[src/rtl/pipe_hazard_ctrl.sv]
// Pipeline control and scoreboard for the ARM64 pipelined CPU.
// Tracks valid/rd/reg_write/mem_read for every pipeline register and derives
// PC and stage enables, ID/EX bubbles, load-use stalls and memory freezes.
// Register 0 is IF/ID (only its valid bit is tracked here, since its fields
// arrive on the dec_* inputs), register 1 is ID/EX, the last one is MEM/WB.
module pipe_hazard_ctrl #(
  parameter int NUM_STAGES = 4,
  parameter int LOAD_LAT   = 1,
  parameter int REG_W      = 5,
  parameter int ZERO_REG   = 31,
  parameter int CNT_W      = 16
) (
  input  logic                  clk,
  input  logic                  reset,
  input  logic                  fetch_valid,
  input  logic [REG_W-1:0]      dec_rs1,
  input  logic [REG_W-1:0]      dec_rs2,
  input  logic                  dec_use_rs1,
  input  logic                  dec_use_rs2,
  input  logic [REG_W-1:0]      dec_rd,
  input  logic                  dec_reg_write,
  input  logic                  dec_mem_read,
  input  logic                  branch_taken,
  input  logic                  mem_busy,
  output logic                  pc_en,
  output logic [NUM_STAGES-1:0] stage_en,
  output logic [NUM_STAGES-1:0] stage_valid,
  output logic                  bubble,
  output logic                  stall,
  output logic [CNT_W-1:0]      stall_count
);

  genvar gi;

  logic [NUM_STAGES-1:0] valid_reg;
  logic [REG_W-1:0]      rd_reg [1:NUM_STAGES-1];
  logic                  rw_reg [1:NUM_STAGES-1];
  logic                  mr_reg [1:NUM_STAGES-1];
  logic [CNT_W-1:0]      count_reg;
  logic [LOAD_LAT:1]     hit;
  logic                  hz;

  assign stage_valid = valid_reg;
  assign stall_count = count_reg;

  // A load still inside the not-yet-forwardable window whose rd is read by decode.
  generate
    for (gi = 1; gi <= LOAD_LAT; gi++) begin : g_hit
      assign hit[gi] = valid_reg[gi] & rw_reg[gi] & mr_reg[gi] &
                       (rd_reg[gi] != REG_W'(ZERO_REG)) &
                       ((dec_use_rs1 & (dec_rs1 == rd_reg[gi])) |
                        (dec_use_rs2 & (dec_rs2 == rd_reg[gi])));
    end
  endgenerate

  assign hz = valid_reg[0] & (|hit);

  // Control outputs: freeze beats redirect beats load-use stall beats normal flow.
  always_comb begin
    pc_en    = 1'b1;
    stage_en = '1;
    bubble   = 1'b0;
    stall    = 1'b0;
    if (!reset) begin
      if (mem_busy) begin
        pc_en                  = 1'b0;
        stage_en               = '0;
        stage_en[NUM_STAGES-1] = 1'b1;
      end else if (branch_taken) begin
        bubble = 1'b1;
      end else if (hz) begin
        stall       = 1'b1;
        pc_en       = 1'b0;
        stage_en[0] = 1'b0;
        bubble      = 1'b1;
      end
    end
  end

  // IF/ID valid and ID/EX capture (or kill/bubble) from the decode inputs.
  always_ff @(posedge clk) begin
    if (reset) begin
      valid_reg[0] <= 1'b0;
      valid_reg[1] <= 1'b0;
      rd_reg[1]    <= '0;
      rw_reg[1]    <= 1'b0;
      mr_reg[1]    <= 1'b0;
    end else if (!mem_busy) begin
      rd_reg[1] <= dec_rd;
      if (branch_taken) begin
        valid_reg[0] <= 1'b0;
        valid_reg[1] <= 1'b0;
        rw_reg[1]    <= 1'b0;
        mr_reg[1]    <= 1'b0;
      end else if (hz) begin
        valid_reg[1] <= 1'b0;
        rw_reg[1]    <= 1'b0;
        mr_reg[1]    <= 1'b0;
      end else begin
        valid_reg[0] <= fetch_valid;
        valid_reg[1] <= valid_reg[0];
        rw_reg[1]    <= dec_reg_write;
        mr_reg[1]    <= dec_mem_read;
      end
    end
  end

  // Later registers shift; during a freeze only the last one moves, taking a bubble.
  generate
    for (gi = 2; gi < NUM_STAGES; gi++) begin : g_shift
      always_ff @(posedge clk) begin
        if (reset) begin
          valid_reg[gi] <= 1'b0;
          rd_reg[gi]    <= '0;
          rw_reg[gi]    <= 1'b0;
          mr_reg[gi]    <= 1'b0;
        end else if (mem_busy) begin
          if (gi == NUM_STAGES - 1) begin
            valid_reg[gi] <= 1'b0;
            rw_reg[gi]    <= 1'b0;
            mr_reg[gi]    <= 1'b0;
          end
        end else begin
          valid_reg[gi] <= valid_reg[gi-1];
          rd_reg[gi]    <= rd_reg[gi-1];
          rw_reg[gi]    <= rw_reg[gi-1];
          mr_reg[gi]    <= mr_reg[gi-1];
        end
      end
    end
  endgenerate

  // Saturating count of lost cycles (load-use stalls plus memory freezes).
  always_ff @(posedge clk) begin
    if (reset) begin
      count_reg <= '0;
    end else if ((stall || mem_busy) && (count_reg != {CNT_W{1'b1}})) begin
      count_reg <= count_reg + CNT_W'(1);
    end
  end

endmodule

[config.mk]
export PLATFORM = sky130hd
export DESIGN_NAME = pipe_hazard_ctrl
export DESIGN_NICKNAME = d
export VERILOG_FILES = /design/src/rtl/pipe_hazard_ctrl.sv
export SDC_FILE = /design/constraint.sdc
export NUM_CORES = 1
export LEC_CHECK = 0
export BUFFER_PORTS_ARGS = -buffer_cell sky130_fd_sc_hd__buf_2
export CAP_MARGIN = 15
export CORE_ASPECT_RATIO = 0.7
export CORE_UTILIZATION = 45
export DETAILED_ROUTE_END_ITERATION = 7
export GPL_ROUTABILITY_DRIVEN = 0
export GPL_TIMING_DRIVEN = 0
export HOLD_SLACK_MARGIN = 0.02
export PLACE_DENSITY = 0.86
export SYNTH_ARGS = -nofsm -noshare
export SYNTH_HDL_FRONTEND = slang
export SYNTH_SLANG_ARGS = --single-unit
[constraint.sdc]
create_clock -name clk -period 1.9 [get_ports clk]
set_input_delay 0.19 -clock clk [delete_from_list [all_inputs] [get_ports clk]]
set_output_delay 0.19 -clock clk [all_outputs]
set_load 0.01 [all_outputs]
# After elaboration in Yosys (flattened, before gate mapping)
# Memory sizes are Yosys's and may differ from the RTL's.
# Index checks and enable logic that the tools add are counted.
[classes] add_sub_neg=1 n_eq_ne=5 muxes=48 bitwise_logic=24 n_reduce_logical=4
[ops] operator="$mux W1" n=42
[ops] operator="$add A16 B1 Y16 const B" n=1
[ops] operator="$ne A16 B16 Y1 const B" n=1
[ops] operator="$or A1 B1 Y1" n=16
[ops] operator="$mux W5" n=3
[ops] operator="$eq A5 B5 Y1" n=2
[ops] operator="$and A1 B1 Y1" n=7
[ops] operator="$ne A5 B5 Y1 const B" n=1
[ops] operator="$mux W2" n=2
[ops] operator="$mux W3" n=1
[ops] operator="$ne A2 B2 Y1 const B" n=1
[ops] operator="$reduce_and A2 Y1" n=1
[ops] operator="$reduce_or A2 Y1" n=1
[ops] operator="$logic_and A1 B1 Y1" n=1
[ops] operator="$logic_or A1 B1 Y1" n=1
[ops] operator="$not A1 Y1" n=1
[totals] register_bits=20 mem_bits_rw=21 input_bits=24 n_memories=3
[mem_list] memory="rd_reg" depth=3 width=5 read_ports=2 rd_ports_with_merged_regs=0 write_ports=3 line_no="36" text="logic [REG_W-1:0] rd_reg [1:NUM_STAGES-1];"
[mem_list] memory="mr_reg" depth=3 width=1 read_ports=2 rd_ports_with_merged_regs=0 write_ports=3 line_no="38" text="logic mr_reg [1:NUM_STAGES-1];"
[mem_list] memory="rw_reg" depth=3 width=1 read_ports=2 rd_ports_with_merged_regs=0 write_ports=3 line_no="37" text="logic rw_reg [1:NUM_STAGES-1];"

# Longest topological paths before layout
# Gate-level depths: netlist of the first run.
# An unclocked memory read counts as a cell.
[depth] depth_word=13 mapped_depth=8

# Least setup slack after synthesis of the first run
# OpenSTA, ideal clock, no wires.
[synth_timing] path_kind="reg2reg" start="memory rd_reg[1][4]" end="register count_reg[15] (netlist: stall_count[15])" setup_ps=123 arrival_ps=1898 required_ps=1777 slack_ps=-121 stages_incl_launch_ff=8 period_less_slack_ps=2021 cell_sequence="edfxtp_1 > xnor2_1 > nand4_1 > o22ai_4 > a41oi_4 > buf_6 > nor4_2 > mux2_1"
[synth_rtl] element="start: declaration" line_no="36"
[synth_rtl] element="end signal: assignment" line_no="138" text="count_reg <= count_reg + CNT_W'(1);"
[synth_rtl] element="end: declaration" line_no="39" text="logic [CNT_W-1:0] count_reg;"

==> results_dict.tcl, run 1 <==
set metrics [dict create \
    met1_usage_pct 37.2 \
    p_leak_nw 0.858 \
    r2r_slack_ps -420 \
    violations "negative setup slack" \
    place_area_um2 1850 \
    rows 17 \
    drv_slew 0 \
    die-area_um2 3680 \
    fin_crit_sh_pct 122 \
    final_core_util_pct 67.0 \
    fin_ws_ps -419 \
    grt_max_degree 17 \
    relSlewSlack_pct 62.7 \
    route.detailed.drc 0 \
    peakVddDrop_uv 402 \
    reg2reg_depth 8 \
    die_x_um 72.1 \
    clk_pin_slew_ps 100 \
    fin_skew_ps 2.40 \
    start_util_pct 48.1 \
    dp.final_hpwl_um 2740 \
    num_vias 1612 \
    hp-start "fetch_valid" \
    post-route-min-period_ps 2320 \
    rsz0062_at_grt "true" \
    cts_buffers 3 \
    crit_fanout 6 \
    ant_nets 0 \
    cp_cell_sequence "xnor2_1 -> nand4_1 -> o22ai_4 -> a41oi_4 -> buf_6 -> buf_8 -> o31ai_1 -> a21oi_1" \
    drtIter0Drc 213 \
    detail_route.wl_per_cell_um 16.9 \
    use_met2_pct 38.2 \
    cts-root-buf "clkbuf_8" \
    holdPathEnd "stage_valid[0]$_SDFFE_PP0P_" \
    arrival_ps 2460 \
    clockBufferDepth 2 \
    port_buffers 48 \
    fin_nets 255 \
    grt_pass1_wl_um 7150 \
    wl_um 4660 \
    top_usage_layer "met2" \
    synth_top_area_share_pct 25.9 \
    yosysUniqueCellTypes 45 \
    outcome "complete, but fails checks" \
    final_hold_viol_count 0 \
    synthCells 165 \
    core_region_area_um2 3210 \
    syn_avg_cell_area_um2 9.37 \
    cp.required_ps 2040 \
    ys.flop_type "dfxtp_1" \
    synthTopCellsByCount "20 x dfxtp_1, 14 x nand3_1, 13 x a21oi_1" \
    track_usage_pct 25.3 \
    async_reset_ff_share_pct 0 \
    h-tree-depth 1 \
    antenna_found_initial 0 \
    drive_gt1_share_pct 42.8 \
    hold_path_class "input port to flop" \
    syn_nets 190 \
    clock_latency_ps 280 \
    r2r-end "stall_count[4]$_SDFFE_PP0P_" \
    largest_reg_flops 16 \
    cp-end-kind "flop" \
    synth_top_area_cell "dfxtp_1" \
    cts.sinks 27 \
    vias_per_cell 5.84 \
    drtPass1Iterations 5 \
    n_fill_cell 210 \
    area_growth_syn_to_layout_pct 39.2 \
    synthMostInstantiatedCell "dfxtp_1" \
    stdcell_area_um2 2150 \
    die_y_um 51.0 \
    gr-usage-met3_pct 6.11 \
    max_freq_mhz 431 \
    ioPinCount 51 \
    r2r-start "rd_reg[1][2]$_SDFFCE_PN0P_" \
    tightest_slew_ps 559 \
    yosysSeqAreaShare_pct 39.5 \
    diodes 0 \
    max_stage_delay_ps 480 \
    synthTopCellsByArea "dfxtp_1 26%, edfxtp_1 14%, xnor2_1 5.7%" \
    synth_edf_count 7 \
    crit_slowest_cell "edfxtp_1" \
    finalSetupTns_ps -5760 \
    ys_ff_latch 27 \
    grt_pass1_vias 1421 \
    drv_cap 0 \
    p_per_area_nw_per_um2 536 \
    grt-ovfl-total 0 \
    hold_path_depth 3 \
    start_kind "flop" \
    cts_tree "built" \
    critical_path_class "flop to flop" \
    setup_violations 22 \
    ys_warn_count 0 \
    syn_area_um2 1550 \
]
==> worst max-delay path: cells and delay by family (launching register included) <==
kind	cells	cell delay, ps
xor gates and xnor gates	1	260
DFF	1	480
buffers and inverters	2	360
AOI/OAI and AO/OA	4	900
and+or+nand+nor	1	180
==> through the flow <==
stage | setup slack (ps) | std cells | hold slack (ps) | power [W]
2_1_floorplan | -15.0 | 165 | 356 | 0.000721
3_3_place_gp | -294 | 260 | 466 | 0.000772
3_5_place_dp | -285 | 260 | 472 | 0.000775
4_1_cts | -202 | 276 | 176 | 0.00114
5_1_grt | -482 | 276 | 182 | 0.00119
6_report | -419 | 276 | 177 | 0.00115
==> routing by layer <==
metal,up-vias,wire length [um]
met5,-,0
met4,0,60
met3,8,353
met2,80,2180
met1,782,2070
li1,742,-
==> layout make-up <==
cell class	count	area [um^2]	area share, %
clock inverter	1	7.51	0.349
sequential	27	614	28.5
inverter	3	11.3	0.523
clock buffer	3	41.3	1.92
tap	47	58.8	2.73
timing repair buffer	60	372	17.3
buffer	11	82.6	3.84
multi-input combinational	124	965	44.8
==> how the worst max path moves through the flow <==
stage | start | to | depth (start not counted)
5_1_grt | rd_reg[1][2]$_SDFFCE_PN0P_ | stall_count[4]$_SDFFE_PP0P_ | 8
3_3_place_gp | rd_reg[1][3]$_SDFFCE_PN0P_ | stall_count[6]$_SDFFE_PP0P_ | 7
6_report | rd_reg[1][2]$_SDFFCE_PN0P_ | stall_count[4]$_SDFFE_PP0P_ | 8
2_1_floorplan | rd_reg[1][3]$_SDFFCE_PN0P_ | stall_count[10]$_SDFFE_PP0P_ | 7
3_5_place_dp | rd_reg[1][3]$_SDFFCE_PN0P_ | stall_count[6]$_SDFFE_PP0P_ | 7
4_1_cts | rd_reg[1][3]$_SDFFCE_PN0P_ | stage_en[0] | 8
==> where the power goes <==
part / internal (W) / switching [W]
Sequential: 0.000607 / 0.0000197
Combinational: 0.0000912 / 0.0000885
Clock: 0.000149 / 0.000199
Total: 0.000847 / 0.000307
==> layout by cell type, fill, tap and decap left out, types with 2 or more instances in the layout <==
cell	n
buf_2	47
dfxtp_1	17
nand3_1	13
a21oi_1	12
buf_4	11
xnor2_1	10
nand2_1	9
or4_1	8
and3_1	7
and2_1	7
buf_6	7
edfxtp_1	7
nor2_1	5
o31ai_1	5
o31ai_2	5
nor2b_1	4
clkbuf_1	3
inv_1	3
nor4_4	3
or3_1	3
clkbuf_8	3
dfxtp_2	3
nand4_1	2
nor3_2	2
nand2b_1	2
a41o_1	2
o21ai_1	2
mux2_4	2
==> cell families (layout without fill, tap and decap cells) <==
| family | after synthesis | count (layout) | share of synthesized area, % |
|---|---|---|---|
| XOR/XNOR | 10 | 10 | 5.66 |
| AND/OR/NAND/NOR | 74 | 74 | 29.0 |
| adder cells (fa/ha/maj) | 1 | 1 | 0.809 |
| AO/OA/AOI/OAI | 34 | 34 | 16.8 |
| other | 1 | 1 | 0.242 |
| flip-flops | 27 | 27 | 39.5 |
| buffers and inverters | 14 | 78 | 5.18 |
| multiplexers | 4 | 4 | 2.83 |
==> timing repair <==
| item | 4_1_cts | 5_1_grt |
|---|---|---|
| gates resized for setup | 28 | 6 |
| cloned | 2 | 0 |
| endpoints found under the setup margin | 20 | 22 |
| hold buffers | 0 | 0 |
| pin swaps | 20 | 7 |
| buffers inserted | 10 | 1 |
(Power assumes the default switching activity.)
==> run 2, diff against run 1 <==
SKIP_LAST_GASP = 1   (was default)
==> run 2 against run 1 <==
Effect of this change: the run still ends with negative setup slack left; register-to-register slack barely moved; utilization rose by 3.6 points; combinational power rose by 8%; clock power barely moved; clock skew rose by 0.75 ps; clock-buffer cell count did not move; sequential share of layout area fell by 1.3 points; critical path depth did not move; sequential cell count did not move; final cell count did not move; die area did not move; critical endpoint is now stage_en[0]; largest power group unchanged.
==> results_dict.tcl, run 2 (same netlist as run 1, synthesis figures left out) <==
set metrics [dict create \
    outcome "complete, but fails checks" \
    violations "negative setup slack" \
    p_seq_share_pct 53.6 \
    pwr-share-clk_pct 29.8 \
    route.detailed.drc 0 \
    start_util_pct 48.1 \
    crit_fanout 3 \
    holdWs_ps 184 \
    p_int_w 0.000849 \
    grt_pass1_vias 1436 \
    vias_per_cell 6.22 \
    tightest_slew_ps 694 \
    detail_route.wl_per_cell_um 19.6 \
    fin_cells 276 \
    max_freq_mhz 429 \
    drtPass1Iterations 6 \
    fin_crit_sh_pct 123 \
    place_area_um2 1850 \
    grt_max_degree 17 \
    cts_tree "built" \
    relSlewSlack_pct 53.7 \
    largest_reg_flops 16 \
    cts.sinks 27 \
    hold_path_depth 2 \
    die_y_um 51.0 \
    die_x_um 72.1 \
    top_usage_layer "met2" \
    die-area_um2 3680 \
    place_inst 260 \
    most-common-layout-cells "47 x buf_2, 17 x dfxtp_1, 13 x nand3_1" \
    gr-usage-met3_pct 7.69 \
    drtIter0Drc 253 \
    hold_buffers 0 \
    reg2reg_depth 8 \
    area_growth_syn_to_layout_pct 46.6 \
    cp-end-kind "output pin" \
    critical_path_class "flop to output pin" \
    fin_skew_ps 3.16 \
    arrival_ps 2140 \
    drv_slew 0 \
    use_met2_pct 38.0 \
    final_hold_viol_count 0 \
    p_comb_share_pct 16.6 \
    grt-ovfl-total 0 \
    p_per_area_nw_per_um2 516 \
    stdcell_area_um2 2270 \
    dp.final_hpwl_um 2740 \
    cts_buffers 3 \
    cp.required_ps 1710 \
    ioPinCount 51 \
    r2r-end "stall_count[5]$_SDFFE_PP0P_" \
    peakVddDrop_uv 407 \
    fin_ws_ps -433 \
    grt_pass1_wl_um 7180 \
    post-route-min-period_ps 2330 \
    finalPower_w 0.00117 \
    hold_path_class "input port to flop" \
    core_region_area_um2 3210 \
    mostFrequentLayoutCell "buf_2" \
    p_sw_w 0.000320 \
    start_kind "flop" \
    clk_pin_slew_ps 100 \
    antenna_found_initial 0 \
    r2r_slack_ps -430 \
    rows 17 \
    hp-start "dec_rd[2]" \
    clock_latency_ps 280 \
    holdPathEnd "rd_reg[1][2]$_SDFFCE_PN0P_" \
    ant_nets 0 \
    drive_gt1_share_pct 50.2 \
    diodes 0 \
    met1_usage_pct 36.1 \
    drv_cap 0 \
    port_buffers 48 \
    rsz0062_at_grt "true" \
    track_usage_pct 25.6 \
    netSwitchingFraction_pct 27.4 \
    cts-root-buf "clkbuf_8" \
    p_leak_nw 0.888 \
    wl_um 5410 \
    h-tree-depth 1 \
    clockBufferDepth 2 \
    fin_nets 255 \
    num_vias 1716 \
    r2r-start "rd_reg[1][4]$_SDFFCE_PN0P_" \
    n_fill_cell 199 \
    setup_violations 22 \
]
-- run 2: changes by cell type in the layout (fill, tap and decap cells not counted), moves of 2 or more --
cell / previous run / this run
a21oi_1: 12 / 7
a21oi_2: 1 / 6
or4_1: 8 / 4
or4_4: 1 / 5
o31ai_1: 5 / 2
o31ai_4: 0 / 3
o21ai_1: 2 / 0
o21ai_2: 0 / 2
-- run 2: what timing repair did --
item	CTS	global route
buffers inserted	10	1
gates resized for setup	27	31
setup endpoints to repair	20	22
gates cloned	2	0
pin swaps	20	14
-- run 2: area by class of cell --
| type | count | area (um^2) | area share, % |
|---|---|---|---|
| sequential | 27 | 617 | 27.2 |
| inverter | 3 | 11.3 | 0.497 |
| buffer | 11 | 90.1 | 3.97 |
| tap | 47 | 58.8 | 2.59 |
| multi-input combinational | 124 | 1070 | 47.2 |
| timing repair buffer | 60 | 372 | 16.4 |
| clock inverter | 1 | 7.51 | 0.331 |
| clock buffer | 3 | 41.3 | 1.82 |
-- run 2: how the worst max path moves through the flow --
stage	start	endpoint	slack, ps
floorplan	rd_reg[1][3]$_SDFFCE_PN0P_	stall_count[10]$_SDFFE_PP0P_	-20
global placement	rd_reg[1][3]$_SDFFCE_PN0P_	stall_count[6]$_SDFFE_PP0P_	-290
detailed placement	rd_reg[1][3]$_SDFFCE_PN0P_	stall_count[6]$_SDFFE_PP0P_	-280
CTS	rd_reg[1][3]$_SDFFCE_PN0P_	stage_en[0]	-200
global route	rd_reg[1][4]$_SDFFCE_PN0P_	stage_en[0]	-490
finish	rd_reg[1][4]$_SDFFCE_PN0P_	stage_en[0]	-430
-- run 2: worst max-delay path, stage by stage (launching register included) --
cell and delay, ps:
edfxtp_1 500, xnor2_1 250, nand4_1 170, o22ai_4 260
nand3_2 150, nor2_2 160, o21bai_1 100, buf_4 160
buf_6 110
-- run 2: layer usage --
layer,vias to the layer above,wire length [um],share of wire [%]
met5,-,0,0
met4,0,275,5.1
met3,39,507,9.4
met2,130,2450,45
met1,804,2180,40
li1,743,-,-
-- run 2: metrics by stage --
step	worst slack [ps]	TNS (ps)	utilization, %
2_1_floorplan	-15.0	-30.0	-
3_3_place_gp	-294	-2540	57.5
3_5_place_dp	-285	-2870	57.5
4_1_cts	-202	-2660	66.0
5_1_grt	-494	-8340	70.6
6_report	-433	-6980	70.6
-- run 2: power groups by stage --
stage	logic [W]	registers, W	clock network [W]
after floorplan	0.0000851	0.000636	0
after global placement	0.000134	0.000638	0
after detailed placement	0.000137	0.000638	0
after CTS	0.000170	0.000624	0.000345
after global routing	0.000206	0.000628	0.000371
final	0.000195	0.000626	0.000349
==> run 3, diff against run 2 <==
ABC_AREA = 1   (was default)
CORE_UTILIZATION = 46   (was 45)
PLACE_DENSITY = 0.87   (was 0.86)
==> run 3 against run 2 <==
Effect of this change: the run now ends clean; final cell count grew 25%; largest power group unchanged; final area shrank 7.1%; maximum frequency grew 24%; routed wire length shrank 28%; clock-buffer cell count is the same; combinational power shrank 21%; synthesized cell count grew 47%; critical endpoint is now pc_en; clock skew shrank 1.6 ps; clock power shrank 6.9%.
==> results_dict.tcl, run 3 <==
set metrics [dict create \
    outcome "finished, final reports clean" \
    grt_pass1_wl_um 6290 \
    startpoint "rd_reg[1][4]$_SDFFCE_PN0P_" \
    yosysSeqAreaShare_pct 36.7 \
    yosysUniqueCellTypes 24 \
    ioPinCount 51 \
    place_inst 338 \
    p_sw_w 0.000290 \
    ys_ff_latch 27 \
    final_hold_viol_count 0 \
    reg2reg_depth 10 \
    grt-ovfl-total 0 \
    crit_path_frequent_cell "nand2_1" \
    ys.flop_type "dfxtp_1" \
    fin_crit_sh_pct 99.1 \
    cp-endpoint "pc_en" \
    syn_area_um2 1660 \
    async_reset_ff_share_pct 0 \
    die_x_um 73.8 \
    drv_slew 0 \
    arrival_ps 1690 \
    syn_avg_cell_area_um2 6.84 \
    fin_ws_ps 16.3 \
    area_growth_syn_to_layout_pct 26.8 \
    dpl_worst_slack_ps -80.4 \
    port_buffers 48 \
    cts.sinks 27 \
    syn_nets 268 \
    holdWs_ps 208 \
    mostFrequentLayoutCell "nand2_1" \
    cp_cell_sequence "nand2_1 -> nand2_1 -> nor2_1 -> nand3_1 -> nand2_1 -> nand4_1 -> nand2_1 -> nand2_1 -> buf_2" \
    clockBufferDepth 2 \
    drive_gt1_share_pct 29.0 \
    route.detailed.drc 0 \
    hold_path_class "input port to flop" \
    setup_violations 0 \
    r2r-start "rd_reg[1][4]$_SDFFCE_PN0P_" \
    synth_top_area_cell "dfxtp_1" \
    hold_path_depth 3 \
    synthCells 243 \
    p_seq_share_pct 56.7 \
    drtIter0Drc 92 \
    synthMostInstantiatedCell "nand2_1" \
    wl_um 3890 \
    grt_max_degree 16 \
    die-area_um2 3860 \
    rsz0062_at_grt "true" \
    h-tree-depth 1 \
    synthTopCellsByArea "dfxtp_1 24%, nand2_1 15%, edfxtp_1 13%" \
    post-route-min-period_ps 1880 \
    tightest_slew_ps 724 \
    fin_cells 344 \
    dp.final_hpwl_um 3000 \
    max_stage_delay_ps 450 \
    finalPower_w 0.00111 \
    start_util_pct 50.4 \
    cts-root-buf "clkbuf_8" \
    critical_path_class "flop to output pin" \
    cts_buffers 3 \
    fin_nets 323 \
    r2r-end "stall_count[1]$_SDFFE_PP0P_" \
    clock_latency_ps 270 \
    drv_cap 0 \
    max_freq_mhz 531 \
    die_y_um 52.3 \
    p_comb_share_pct 13.9 \
    most-common-layout-cells "67 x nand2_1, 47 x buf_2, 32 x nor2_1" \
    cp.required_ps 1710 \
    fin_skew_ps 1.61 \
    pwr-share-clk_pct 29.4 \
    ys_warn_count 0 \
    core_region_area_um2 3300 \
    grt_pass1_vias 1450 \
    p_per_area_nw_per_um2 525 \
    antenna_found_initial 0 \
    synthTopCellsByCount "67 x nand2_1, 34 x nor2_1, 33 x inv_1" \
    diodes 0 \
    ant_nets 0 \
    detail_route.wl_per_cell_um 11.3 \
    crit_slowest_cell "edfxtp_1" \
    track_usage_pct 21.3 \
    clk_pin_slew_ps 90 \
    peakVddDrop_uv 358 \
    crit_fanout 4 \
    r2r_slack_ps 50 \
    cts_tree "built" \
    largest_reg_flops 16 \
    netSwitchingFraction_pct 26.1 \
    relSlewSlack_pct 51.7 \
    p_int_w 0.000818 \
    rows 17 \
    vias_per_cell 4.81 \
    synth_edf_count 7 \
    synth_top_area_share_pct 24.1 \
    cp-end-kind "output pin" \
    start_kind "flop" \
    p_leak_nw 1.02 \
    num_vias 1655 \
    drtPass1Iterations 4 \
]
[run 3: changes by cell type after synthesis, moves of 9 or more]
cell     delta
a21oi_2    +10
inv_1      +30
nand2_1    +58
nand3_1    +16
nor2_1     +28
o31ai_1    -10
or4_1       -9
xor2_1      +9
[run 3: kinds of logic after synthesis]
logic type,Yosys count,share of synthesized area (%)
compound gates,19,8.28
xor+xnor,14,7.38
fa+ha+maj,1,0.753
buf+inv,41,10.5
flops,27,36.7
other cells,1,0.226
simple gates,140,36.1
[run 3: power groups by stage]
stage / registers, W / logic, W / clock network, W
3_5_place_dp: 0.000638 / 0.000146 / 0
5_1_grt: 0.000631 / 0.000178 / 0.000356
2_1_floorplan: 0.000636 / 0.0000915 / 0
6_report: 0.000628 / 0.000154 / 0.000325
4_1_cts: 0.000626 / 0.000147 / 0.000331
3_3_place_gp: 0.000637 / 0.000142 / 0
[run 3: stage by stage]
stage                     util [%]  cell area, um^2  setup TNS (ps)
final                         63.9             2110               0
after global routing          63.9             2110            -838
after CTS                     61.1             2010           -21.4
after detailed placement      59.5             1960            -740
after global placement        59.5             1960            -476
after floorplan                  -             1660               0
[run 3: metal layers]
metal / GRT usage, % / vias to the layer above / wire length, um
met5: 0 / - / 0
met4: 2.88 / 0 / 18
met3: 5.00 / 2 / 221
met2: 32.4 / 42 / 1610
met1: 31.1 / 742 / 2040
li1: - / 869 / -
[run 3: final cells by class]
class / count / area, um^2
inverter: 33 / 124
clock inverter: 1 / 5.00
clock buffer: 3 / 41.3
tap: 47 / 58.8
multi-input combinational: 175 / 917
fill: 278 / 1190
sequential: 27 / 618
buffer: 7 / 56.3
timing repair buffer: 51 / 287
[run 3: worst max-delay path: cells and delay by family, from the launching register on]
| kind | cells | cell delay (ps) |
|---|---|---|
| and+or+nand+nor | 8 | 830 |
| DFF | 1 | 450 |
| buffers and inverters | 1 | 150 |
[run 3: how the worst min path moves through the flow]
stage | from | to | slack, ps
global route | dec_reg_write | rw_reg[1]$_DFFE_PP_ | 210
floorplan | dec_mem_read | mr_reg[1]$_DFFE_PP_ | 400
detailed placement | stage_valid[2]$_SDFFE_PP0N_ | stage_valid[3]$_SDFF_PN0_ | 440
global placement | stage_valid[2]$_SDFFE_PP0N_ | stage_valid[3]$_SDFF_PN0_ | 440
CTS | dec_rd[0] | rd_reg[1][0]$_SDFFCE_PN0P_ | 210
finish | dec_rd[0] | rd_reg[1][0]$_SDFFCE_PN0P_ | 210
[run 3: repair_timing]
item,4_1_cts,5_1_grt
buffers inserted,0,2
hold buffers,0,0
endpoints found under the setup margin,13,15
pin swaps,5,7
resized for setup,7,16
cloned,0,1
